`src/rtl/pos_cell_reader.sv`:
```
// Streams particle positions 1..count from a cell position memory onto a valid/ready port.
// Address 0 holds the particle count; a small FIFO absorbs the memory's 2-cycle read latency.
module pos_cell_reader #(
  parameter int DATA_WIDTH   = 96,
  parameter int ADDR_WIDTH   = 8,
  parameter int PARTICLE_NUM = 220,
  parameter int FIFO_DEPTH   = 4
) (
  input  logic                  clk,
  input  logic                  rst,
  input  logic                  start,
  output logic                  busy,
  output logic                  done,
  output logic [ADDR_WIDTH-1:0] particle_count,
  output logic [ADDR_WIDTH-1:0] mem_address,
  output logic                  mem_rden,
  output logic                  mem_wren,
  output logic [DATA_WIDTH-1:0] mem_data,
  input  logic [DATA_WIDTH-1:0] mem_q,
  output logic [DATA_WIDTH-1:0] out_data,
  output logic [ADDR_WIDTH-1:0] out_index,
  output logic                  out_valid,
  input  logic                  out_ready
);

  localparam int PTR_W  = $clog2(FIFO_DEPTH);
  localparam int CNT_W  = $clog2(FIFO_DEPTH + 1);
  localparam int SUM_W  = CNT_W + 1;
  localparam int NEXT_W = ADDR_WIDTH + 1;
  localparam logic [ADDR_WIDTH-1:0] MAX_CNT = ADDR_WIDTH'(PARTICLE_NUM - 1);

  typedef enum logic [2:0] {S_IDLE, S_CNT_REQ, S_CNT_WAIT, S_STREAM, S_DONE} state_t;

  state_t                r_state, w_state_nxt;
  logic                  r_wait;
  logic [ADDR_WIDTH-1:0] r_particle_count;
  logic [ADDR_WIDTH-1:0] r_mem_addr;
  logic                  r_mem_rden;
  logic [NEXT_W-1:0]     r_next;
  logic [CNT_W-1:0]      r_inflight;
  logic [CNT_W-1:0]      r_occ;
  logic [PTR_W-1:0]      r_wr_ptr, r_rd_ptr;
  logic                  r_vld_p0, r_vld_p1, r_vld_p2;
  logic [ADDR_WIDTH-1:0] r_tag_p0, r_tag_p1, r_tag_p2;
  logic [DATA_WIDTH-1:0] r_fifo_data [FIFO_DEPTH];
  logic [ADDR_WIDTH-1:0] r_fifo_tag  [FIFO_DEPTH];

  logic                  w_cnt_latch, w_more, w_credit_ok, w_issue, w_push, w_pop;
  logic [ADDR_WIDTH-1:0] w_cnt, w_issue_addr;

  function automatic logic [ADDR_WIDTH-1:0] f_clamp_count(input logic [ADDR_WIDTH-1:0] raw);
    return (raw > MAX_CNT) ? MAX_CNT : raw;
  endfunction

  function automatic logic [PTR_W-1:0] f_ptr_inc(input logic [PTR_W-1:0] ptr);
    return (ptr == PTR_W'(FIFO_DEPTH - 1)) ? '0 : ptr + PTR_W'(1);
  endfunction

  assign mem_wren       = 1'b0;
  assign mem_data       = '0;
  assign mem_address    = r_mem_addr;
  assign mem_rden       = r_mem_rden;
  assign particle_count = r_particle_count;
  assign out_valid      = (r_occ != '0);
  assign out_data       = out_valid ? r_fifo_data[r_rd_ptr] : '0;
  assign out_index      = out_valid ? r_fifo_tag[r_rd_ptr] : '0;

  // The read decision is made one cycle ahead because mem_rden is registered; a pop in the
  // same cycle already frees its credit, so a full pipeline sustains one word per cycle.
  always_comb begin
    w_cnt        = f_clamp_count(mem_q[ADDR_WIDTH-1:0]);
    w_cnt_latch  = (r_state == S_CNT_WAIT) && r_wait;
    w_pop        = out_valid && out_ready;
    w_push       = r_vld_p2;
    w_more       = (r_next <= {1'b0, r_particle_count});
    w_credit_ok  = ({1'b0, r_inflight} + {1'b0, r_occ}) <
                   (SUM_W'(FIFO_DEPTH) + SUM_W'(w_pop));
    w_issue      = ((r_state == S_STREAM) && w_more && w_credit_ok) ||
                   (w_cnt_latch && (w_cnt != '0));
    w_issue_addr = (r_state == S_STREAM) ? r_next[ADDR_WIDTH-1:0] : ADDR_WIDTH'(1);
  end

  always_ff @(posedge clk or negedge rst) begin
    if (!rst) r_state <= S_IDLE;
    else      r_state <= w_state_nxt;
  end

  always_comb begin
    w_state_nxt = r_state;
    case (r_state)
      S_IDLE:     if (start) w_state_nxt = S_CNT_REQ;
      S_CNT_REQ:  w_state_nxt = S_CNT_WAIT;
      S_CNT_WAIT: if (r_wait) w_state_nxt = (w_cnt == '0) ? S_DONE : S_STREAM;
      S_STREAM:   if (!w_more && (r_inflight == '0) &&
                      ((r_occ == '0) || ((r_occ == CNT_W'(1)) && w_pop)))
                    w_state_nxt = S_DONE;
      S_DONE:     w_state_nxt = S_IDLE;
      default:    w_state_nxt = S_IDLE;
    endcase
  end

  always_comb begin
    busy = (r_state != S_IDLE);
    done = (r_state == S_DONE);
  end

  always_ff @(posedge clk or negedge rst) begin
    if (!rst) begin
      r_wait           <= 1'b0;
      r_particle_count <= '0;
      r_mem_addr       <= '0;
      r_mem_rden       <= 1'b0;
      r_next           <= '0;
      r_inflight       <= '0;
      r_occ            <= '0;
      r_wr_ptr         <= '0;
      r_rd_ptr         <= '0;
      r_vld_p0         <= 1'b0;
      r_vld_p1         <= 1'b0;
      r_vld_p2         <= 1'b0;
    end else begin
      r_wait     <= (r_state == S_CNT_WAIT) && !r_wait;
      r_mem_rden <= 1'b0;
      if ((r_state == S_IDLE) && start) begin
        r_mem_addr <= '0;
        r_mem_rden <= 1'b1;
      end else if (w_issue) begin
        r_mem_addr <= w_issue_addr;
        r_mem_rden <= 1'b1;
      end
      if (w_cnt_latch) begin
        r_particle_count <= w_cnt;
        r_next           <= (w_cnt != '0) ? NEXT_W'(2) : NEXT_W'(1);
      end else if (w_issue) begin
        r_next <= r_next + NEXT_W'(1);
      end
      case ({w_issue, w_push})
        2'b10:   r_inflight <= r_inflight + CNT_W'(1);
        2'b01:   r_inflight <= r_inflight - CNT_W'(1);
        default: r_inflight <= r_inflight;
      endcase
      case ({w_push, w_pop})
        2'b10:   r_occ <= r_occ + CNT_W'(1);
        2'b01:   r_occ <= r_occ - CNT_W'(1);
        default: r_occ <= r_occ;
      endcase
      if (w_push) r_wr_ptr <= f_ptr_inc(r_wr_ptr);
      if (w_pop)  r_rd_ptr <= f_ptr_inc(r_rd_ptr);
      r_vld_p0 <= w_issue;
      r_vld_p1 <= r_vld_p0;
      r_vld_p2 <= r_vld_p1;
    end
  end

  // p0: read on the memory bus, p1: memory latency, p2: mem_q valid and written to the FIFO
  always_ff @(posedge clk) begin
    if (w_issue) r_tag_p0 <= w_issue_addr;
    r_tag_p1 <= r_tag_p0;
    r_tag_p2 <= r_tag_p1;
    if (w_push) begin
      r_fifo_data[r_wr_ptr] <= mem_q;
      r_fifo_tag[r_wr_ptr]  <= r_tag_p2;
    end
  end

endmodule

```
`config.mk`:
```
export PLATFORM = sky130hd
export DESIGN_NAME = pos_cell_reader
export DESIGN_NICKNAME = d
export VERILOG_FILES = /design/src/rtl/pos_cell_reader.sv
export SDC_FILE = /design/constraint.sdc
export NUM_CORES = 1
export LEC_CHECK = 0
export BUFFER_PORTS_ARGS = -buffer_cell sky130_fd_sc_hd__buf_2
export CORE_AREA = 2 2 236 238
export DETAILED_ROUTE_END_ITERATION = 8
export DIE_AREA = 0 0 238 240
export SLEW_MARGIN = 20
export SYNTH_ARGS = -nofsm -noshare
export SYNTH_HDL_FRONTEND = slang
export SYNTH_SLANG_ARGS = --single-unit
```
`constraint.sdc`:
```
create_clock -name clk -period 3.7 [get_ports clk]
set_input_delay 0.37 -clock clk [delete_from_list [all_inputs] [get_ports clk]]
set_output_delay 0.37 -clock clk [all_outputs]
set_load 0.005 [all_outputs]
```
Yosys cells after proc, flatten, opt, wreduce, memory -nomap -nowiden
Memories as Yosys holds them, arrays and structs flattened.
Cells that the tools add are included.
Operators by class
  add/subtract/negate cells: 9
  order comparisons: 3
  equal/unequal tests: 14
  muxes and demuxes: 22
  reductions and logical operators: 26
Operators with widths (number)
  $mux W96: 1
  $mux W8: 5
  $mux W9: 2
  $mux W3: 4
  $pmux W3 S2: 2
  $pmux W3 S4: 1
  $logic_and A1 B1 Y1: 10
  $add A9 B1 Y9 const B: 1
  $le A9 B8 Y1: 1
  $logic_not A3 Y1: 3
  $eq A2 B2 Y1 const B: 4
  $gt A8 B8 Y1 const B: 1
  $logic_not A8 Y1: 1
  $reduce_bool A2 Y1: 4
  $reduce_bool A8 Y1: 1
  $add A3 B1 Y3 const B: 2
  $eq A3 B1 Y1 const B: 2
  $eq A3 B2 Y1 const B: 2
  $mux W2: 3
  $reduce_bool A3 Y1: 2
  $sub A3 B1 Y3 const B: 2
  $add A2 B1 Y2 const B: 2
  $add A3 B1 Y4 const A: 1
  $add A3 B3 Y4: 1
  9 further kinds: 16
Storage, ports and cells
  register bits after elaboration: 67
  RAM bits: 416
  bits of input ports: 100
  output and inout bits: 221
  word-level logic and storage cells: 92
  memories kept: 2
Memory list
  r_fifo_data: depth 4, width 96, read ports 1, clocked after memory_dff 0, wr ports 1, line 45  | logic [DATA_WIDTH-1:0] r_fifo_data [FIFO_DEPTH];
  r_fifo_tag: depth 4, width 8, read ports 1, clocked after memory_dff 0, wr ports 1, line 46  | logic [ADDR_WIDTH-1:0] r_fifo_tag [FIFO_DEPTH];

Logic depth before layout (Yosys ltp)
Gate-level depths: netlist (run 1).
  depth in word-level cells: 8
  mapped depth: 15
  depth with buffers taken out: 14

Worst setup path before layout (run 1)
OpenSTA, ideal clock, no wires.
  kind: reg2reg
  start point: reg r_wr_ptr[0]
  end point: mem r_fifo_data[0][0] (enable)
  setup time: 0.474 ns
  arrival time: 3.019 ns
  data required time: 3.226 ns
  slack: 0.207 ns
  cell stages (with the launch flop): 4
  buffers on the path: 0
  clock period less this slack: 3.493 ns
  path through: dfrtp_1 > inv_1 > ha_1 > and2_1
RTL lines
  start, declared: line 42  | logic [PTR_W-1:0] r_wr_ptr, r_rd_ptr;
  start signal, assigned: line 147  | if (w_push) r_wr_ptr <= f_ptr_inc(r_wr_ptr);
  end, declared: line 45
Straight into the memory's write port.

Worst setup path after layout (run 1)
  start point: reg r_rd_ptr[0]
  end point: out out_data[3]
Between the ends
  cells in the longest elaborated chain, start to end: 2
Ends and longest elaborated chain
  start, declared: line 42
  start signal, assigned: line 148  | if (w_pop) r_rd_ptr <= f_ptr_inc(r_rd_ptr);
  $mem_v2 Z4 W96
  $mux W96: line 65  | assign out_data = out_valid ? r_fifo_data[r_rd_ptr] : '0;
  end, declared: line 20  | output logic [DATA_WIDTH-1:0] out_data,
No other way between the ends.

==> results of run 1 <==
[sequential cells by signal (all words and copies together) (netlist names), 8 cells and up]
| name | flops |
|---|---|
| r_next | 9 |
| r_tag_p2 | 8 |
| mem_address | 8 |
| particle_count | 8 |
| r_fifo_tag | 32 |
| r_fifo_data | 384 |
| r_tag_p0 | 8 |
| r_tag_p1 | 8 |
[per-stage QoR]
stage                     instance area, µm²  hold WS, ps    util  power [µW]
after floorplan                        19780        74.41       -       11090
after global placement                 21170        312.0  0.3873       13340
after detailed placement               21170        312.1  0.3873       13400
after CTS                              23710       0.9365  0.4337       18590
after global routing                   23710        9.498  0.4338       19320
final                                  23720        37.85  0.4339       18280
[how the worst max path moves through the flow]
stage / from / endpoint / slack, ps
global route: r_occ[0]$_DFFE_PN0P_ / r_inflight[2]$_DFFE_PN0P_ / 420
detailed placement: r_occ[0]$_DFFE_PN0P_ / r_inflight[2]$_DFFE_PN0P_ / 700
global placement: r_occ[0]$_DFFE_PN0P_ / r_inflight[2]$_DFFE_PN0P_ / 790
floorplan: r_wr_ptr[0]$_DFFE_PN0P_ / r_fifo_data[0][0]$_DFFE_PP_ / 210
finish: r_rd_ptr[0]$_DFFE_PN0N_ / out_data[3] / 670
CTS: r_rd_ptr[0]$_DFFE_PN0N_ / out_index[3] / 530
[layout make-up]
| cell class | count | area [µm²] |
|---|---|---|
| Timing Repair Buffer | 338 | 2275 |
| Clock buffer | 66 | 1375 |
| Antenna cell | 2 | 5.005 |
| Inverter | 25 | 93.84 |
| Fill cell | 4866 | 30950 |
| Clock inverter | 28 | 290.3 |
| Tap cell | 704 | 880.8 |
| Multi-Input combinational cell | 480 | 4661 |
| Sequential cell | 483 | 14140 |
[synth_stat cells (2+ instances only)]
| master | n |
|---|---|
| a211oi_1 | 3 |
| a21o_1 | 4 |
| a21oi_1 | 18 |
| a31o_2 | 7 |
| and2_1 | 116 |
| buf_1 | 3 |
| buf_2 | 11 |
| buf_4 | 97 |
| clkbuf_1 | 30 |
| dfrtp_1 | 43 |
| dfxtp_1 | 16 |
| edfxtp_1 | 424 |
| fa_1 | 2 |
| ha_1 | 23 |
| inv_1 | 25 |
| mux4_2 | 104 |
| nand2_1 | 16 |
| nand2b_1 | 2 |
| nand3_1 | 8 |
| nor2_1 | 12 |
| nor3_1 | 3 |
| nor3b_1 | 11 |
| nor4_1 | 3 |
| o21ai_0 | 9 |
| o22ai_1 | 2 |
| o31ai_1 | 6 |
| or4_1 | 7 |
| xnor2_1 | 3 |
| xor2_1 | 4 |
[timing repair]
item,CTS,global route
hold buffers,87,0
setup buffers,0,0
hold endpoints to repair,386,0
[power groups by stage]
stage	combinational (µW)	sequential, µW	clock [µW]
final	5630	7580	5070
after global routing	6200	7690	5430
after CTS	5770	7600	5220
after detailed placement	5690	7710	0
after global placement	5680	7660	0
after floorplan	3670	7420	0
[cell usage in the layout (no fill, tap or decap), types with 8 or more instances in the layout]
cell type      instances
conb_1                97
buf_2                222
a21oi_1               18
clkbuf_1              13
and2_1               112
ha_1                  23
o21ai_0                9
dlygate4sd3_1         87
inv_1                 25
dfrtp_1               41
nor2_1                12
clkinv_1               9
edfxtp_1             424
clkbuf_16             53
mux4_2               104
nor3b_1               10
dfxtp_1               16
nand2_1               16
buf_4                 23
clkinv_2               9
nand3_1                8
[critical path, delay by kind of cell, from the launching register on]
family	cells	cell delay, ps
buf+inv	2	470
mux	1	520
simple gates	1	200
flops	1	880
[routing by layer]
metal,routed length [µm],GRT usage
met1,18440,0.1936
met2,19710,0.2301
met3,2033,0.02939
met4,704,0.03523
met5,23,0
[cell families (layout without fill, tap and decap cells)]
kind of cell,count (synthesis),after routing
flip-flops,483,483
multiplexers,106,106
XOR/XNOR,7,7
AND/OR/NAND/NOR,186,186
buffers and inverters,167,457
adder cells (fa/ha/maj),25,25
AO/OA/AOI/OAI,59,59
other,1,99
==> flow_summary.toml, run 1 <==
[logic_synthesis]
ys_types = 51
ys_ff_latch = 483
yosys.area.top_type = "edfxtp_1"
synth_edf_count = 424
synth-async-reset-ratio = 0.08903
syn-cell-area_um2 = 19420
syn_inst = 1034
synth_compound_area_frac = 0.02094
synth_fa_ha_area_frac = 0.01688
yosys.area_share.simple = 0.05741
yosysTopAreaCellShare = 0.6557
synth_top_family_by_area = "multiplexers"
avgSynthCellArea_um2 = 18.78
ys.flop_type = "edfxtp_1"
synthXorXnorAreaFrac = 0.003157
synth_warnings = 0
synthTopCellsByArea = "edfxtp_1 66%, mux4_2 12%, dfrtp_1 5.5%"
synth_mux_area_frac = 0.1217
seq_area_frac_synth = 0.7276

[global_route]
grt_max_degree = 66
antenna_found_initial = 3
grt_pass1_wl_um = 61310
overflow = 0
first_global_vias = 10470
grt.total_usage = 0.1409

[die]
ioPinCount = 321
die_height_um = 240
die_x_um = 238
num_rows = 86
die_area_um2 = 57120
start_util = 0.3552
core-area_um2 = 54660

[place]
dp_hpwl_um = 24660
gp_congestion = 0.7789
place_inst = 1943
numPortBuffers = 223
dp_slack_ps = 703.2

[pwr]
power_frac_seq = 0.415
p_clk_frac = 0.277
p_int_uw = 12880
p_switching_uw = 5398
swShare = 0.2953
power_leakage_uw = 0.008609
pwr-share-comb = 0.308
ir_drop_mv = 0.3519
powerDensity_nw_per_um2 = 770.7

[critical_path]
cp-end-kind = "primary output"
reg2reg_depth = 15
critPathSlowestCell = "dfrtp_4"
critPathKind = "reg2out"
worstPathCellList = "buf_4 -> mux4_2 -> and2_1 -> buf_2"
r2r_slack_ps = 690
crit_fanout = 29
cp.arrival_ps = 2660
r2r_start = "r_occ[0]$_DFFE_PN0P_"
slowest_delay_ps = 880
cp.required_ps = 3330
r2r-end = "r_inflight[2]$_DFFE_PN0P_"
startpoint_type = "flop"

[timing]
tns_ps = 0
worst_slack_ps = 665.7
fin_crit_ps = 3034
slew_violations = 0
max-slew-margin-rel = 0.4436
report.final.setup_viol = 0
rsz0062_at_grt = "no"
fmax_ghz = 0.3296
fin_worst_skew_ps = 20.16
post-route-period-util = 0.8201
hold_viol = 0
tightest_slew_ps = 834.5

[clock_network]
cts.sinks = 483
post_cts_resized = 0
cts_tree = "done"
clock_latency_ps = 580
cts_buffers = 51
clockRootBuffer = "clkbuf_16"
clk_pin_slew_ps = 60
clockBufferDepth = 3
htreeDepth = 2

[min_path]
hold-path-endpoint = "r_fifo_data[1][55]$_DFFE_PP_"
hold_path_depth = 1
min-delay-start = "mem_q[55]"
hold_path.class = "in2reg"

[finish]
drive_gt1_frac = 0.3162
fin_cells = 2126
nets = 1504
area_delta_synth_final_pct = 22.13

[drt]
wl_per_cell_um = 19.24
drc = 0
dr_total_vias = 10060
dr.pass1.iters = 5
via_per_inst = 4.732
wl_um = 40910
drt_iter0_markers = 526
antenna_left = 0

[run_status]
status = "finished clean"

[job]
maxCapViolCount = 0
(Power assumes the default switching activity.)
==> run 2, diff against run 1 <==
clock period = 2.49 ns   (was 3.7 ns; I/O delays follow)
==> run 2 against run 1 <==
Compared with the run above:
- the run now ends with negative setup slack left
- utilization increased by 3.7 points
- critical endpoint is now r_inflight[2]$_DFFE_PN0P_
- clock skew decreased by 6.3 ps
- largest power group is now combinational logic
- power increased by 72%
- clock power increased by 45%
- wire length increased by 7.4%
- combinational power increased by 130%
- critical path depth increased by 9
- register-to-register slack got worse by 840 ps
==> flow_summary.toml, run 2 (synthesized netlist as in run 1, its figures left out) <==
[run_status]
status = "finished with violations"
failed_checks = "negative setup slack"

[die]
die_area_um2 = 57120
num_rows = 86
die_height_um = 240
ioPinCount = 321
start_util = 0.3552
core-area_um2 = 54660
die_x_um = 238

[drt]
dr_total_vias = 10360
wl_um = 43920
via_per_inst = 4.695
drt_iter0_markers = 519
wl_per_cell_um = 19.90
antenna_left = 0
dr.pass1.iters = 7
drc = 0

[critical_path]
startpoint_type = "flop"
critPathSlowestCell = "fa_2"
r2r_start = "r_occ[0]$_DFFE_PN0P_"
slowest_delay_ps = 420
critPathKind = "reg2reg"
crit_fanout = 2
r2r-end = "r_inflight[2]$_DFFE_PN0P_"
reg2reg_depth = 13
r2r_slack_ps = -150
cp-end-kind = "flop"
cp.arrival_ps = 3140
cp.required_ps = 2990
worstPathCellList = "ha_2 -> inv_2 -> fa_2 -> a41o_1 -> nand4b_1 -> o22ai_4 -> inv_1 -> ha_2 -> inv_2 -> fa_2 -> xor2_1 -> nor2_1 -> xor2_1"

[timing]
rsz0062_at_grt = "yes"
slew_violations = 0
fmax_ghz = 0.3782
fin_crit_ps = 2644
worst_slack_ps = -153.9
hold_viol = 0
fin_worst_skew_ps = 13.86
tightest_slew_ps = 663.6
report.final.setup_viol = 16
post-route-period-util = 1.062
max-slew-margin-rel = 0.5529

[finish]
regArea_um2 = 14140
multiInputGateArea_um2 = 4972
fin_cells = 2207
reg.largest.list = "r_fifo_data (384), r_fifo_tag (32), r_next (9)"
area_delta_synth_final_pct = 32.45
nets = 1585
largest_reg_flops = 384
layout_common_cells = "424 x edfxtp_1, 145 x buf_2, 104 x mux4_2"
final.fill_count = 4647
final_common_cell = "edfxtp_1"
drive_gt1_frac = 0.4101
regMostFlops = "r_fifo_data"

[clock_network]
cts_tree = "done"
clk_pin_slew_ps = 60
cts_buffers = 51
clockBufferDepth = 3
clock_latency_ps = 580
htreeDepth = 2
clockRootBuffer = "clkbuf_16"
cts.sinks = 483

[pwr]
swShare = 0.2874
p_total_uw = 31450
power_leakage_uw = 0.009545
p_clk_frac = 0.234
pwr-share-comb = 0.419
power_frac_seq = 0.347
powerDensity_nw_per_um2 = 1223
ir_drop_mv = 0.5987
p_int_uw = 22410
p_switching_uw = 9039

[global_route]
antenna_found_initial = 3
first_global_vias = 10790
grt_max_degree = 79
overflow = 0
grt_pass1_wl_um = 64110
grt.total_usage = 0.1489

[min_path]
hold_path_depth = 2
min-delay-start = "mem_q[2]"
hold-path-endpoint = "r_fifo_data[2][2]$_DFFE_PP_"
hold_path.class = "in2reg"

[place]
numPortBuffers = 223
place_inst = 1980
dp_hpwl_um = 24480
gp_congestion = 0.7838

[job]
maxCapViolCount = 0
==> run 2: cell types whose count changed in the layout (fill, tap and decap cells not counted), moves of 8 or more <==
cell,delta
buf_4,+31
and2_1,-82
buf_16,+14
and2_4,+82
dlygate4sd3_1,+8
buf_12,+13
buf_2,-77
buf_6,+81
==> run 2: timing repair <==
item / 4_1_cts / 5_1_grt
endpoints found under the setup margin: 109 / 116
pin swaps: 37 / 68
buffers inserted: 12 / 8
hold buffers: 95 / 0
resized for setup: 84 / 147
gates cloned: 14 / 8
endpoints found under the hold margin: 403 / 0
==> run 2: routing by layer <==
| metal | global-route usage | up-vias | part of all wire |
|---|---|---|---|
| met5 | 0 | - | 0.00048 |
| li1 | - | 4686 | - |
| met3 | 0.03226 | 49 | 0.054 |
| met2 | 0.2477 | 320 | 0.50 |
| met1 | 0.2001 | 5303 | 0.43 |
| met4 | 0.03655 | 4 | 0.015 |
==> run 2: worst max-delay path: cells and delay by family (launching register included) <==
| kind | cells | cell delay [ps] |
|---|---|---|
| fa+ha+maj | 4 | 1120 |
| flops | 1 | 390 |
| compound gates | 2 | 310 |
| simple gates | 2 | 300 |
| xor+xnor | 2 | 290 |
| buf+inv | 3 | 170 |
==> run 2: how the worst max path moves through the flow <==
stage                                    from                         to  slack (ps)  cells after the start
finish                   r_occ[0]$_DFFE_PN0P_  r_inflight[2]$_DFFE_PN0P_        -150                     13
global route             r_occ[0]$_DFFE_PN0P_  r_inflight[2]$_DFFE_PN0P_        -270                     13
CTS                      r_occ[0]$_DFFE_PN0P_  r_inflight[2]$_DFFE_PN0P_        -130                     13
detailed placement  r_inflight[0]$_DFFE_PN0P_  r_inflight[2]$_DFFE_PN0P_        -210                     14
global placement         r_occ[0]$_DFFE_PN0P_  r_inflight[2]$_DFFE_PN0P_        -190                     14
floorplan                r_occ[0]$_DFFE_PN0P_  r_inflight[2]$_DFFE_PN0P_        -360                     15
==> run 2: area by class of cell <==
type                            instances  share of cell area
Sequential cell                       483              0.5496
Timing Repair Buffer                  418              0.1558
Multi-Input combinational cell        481              0.1933
Tap cell                              704             0.03425
Antenna cell                            1          0.00009729
Inverter                               25            0.003648
Clock inverter                         25            0.009291
Clock buffer                           70             0.05400
==> run 2: metrics by stage <==
stage / TNS [ps] / hold WS, ps / util / area (µm²) / setup slack (ps)
after CTS: -4377 / 0.7712 / 0.4565 / 24960 / -131.0
after floorplan: -689.8 / -46.59 / - / 19810 / -356.1
after detailed placement: -344.1 / 312.1 / 0.3942 / 21550 / -210.5
after global placement: -250.5 / 310.3 / 0.3942 / 21550 / -190.9
final: -536.0 / 60.50 / 0.4705 / 25720 / -153.9
after global routing: -4088 / 19.82 / 0.4705 / 25720 / -272.7
==> run 2: power by group through the flow <==
stage	registers (µW)	logic, µW	clock network (µW)
finish	10900	13200	7350
global route	11100	14100	7900
CTS	10900	11300	7600
detailed placement	11100	9200	0
global placement	11000	9220	0
floorplan	11000	5530	0
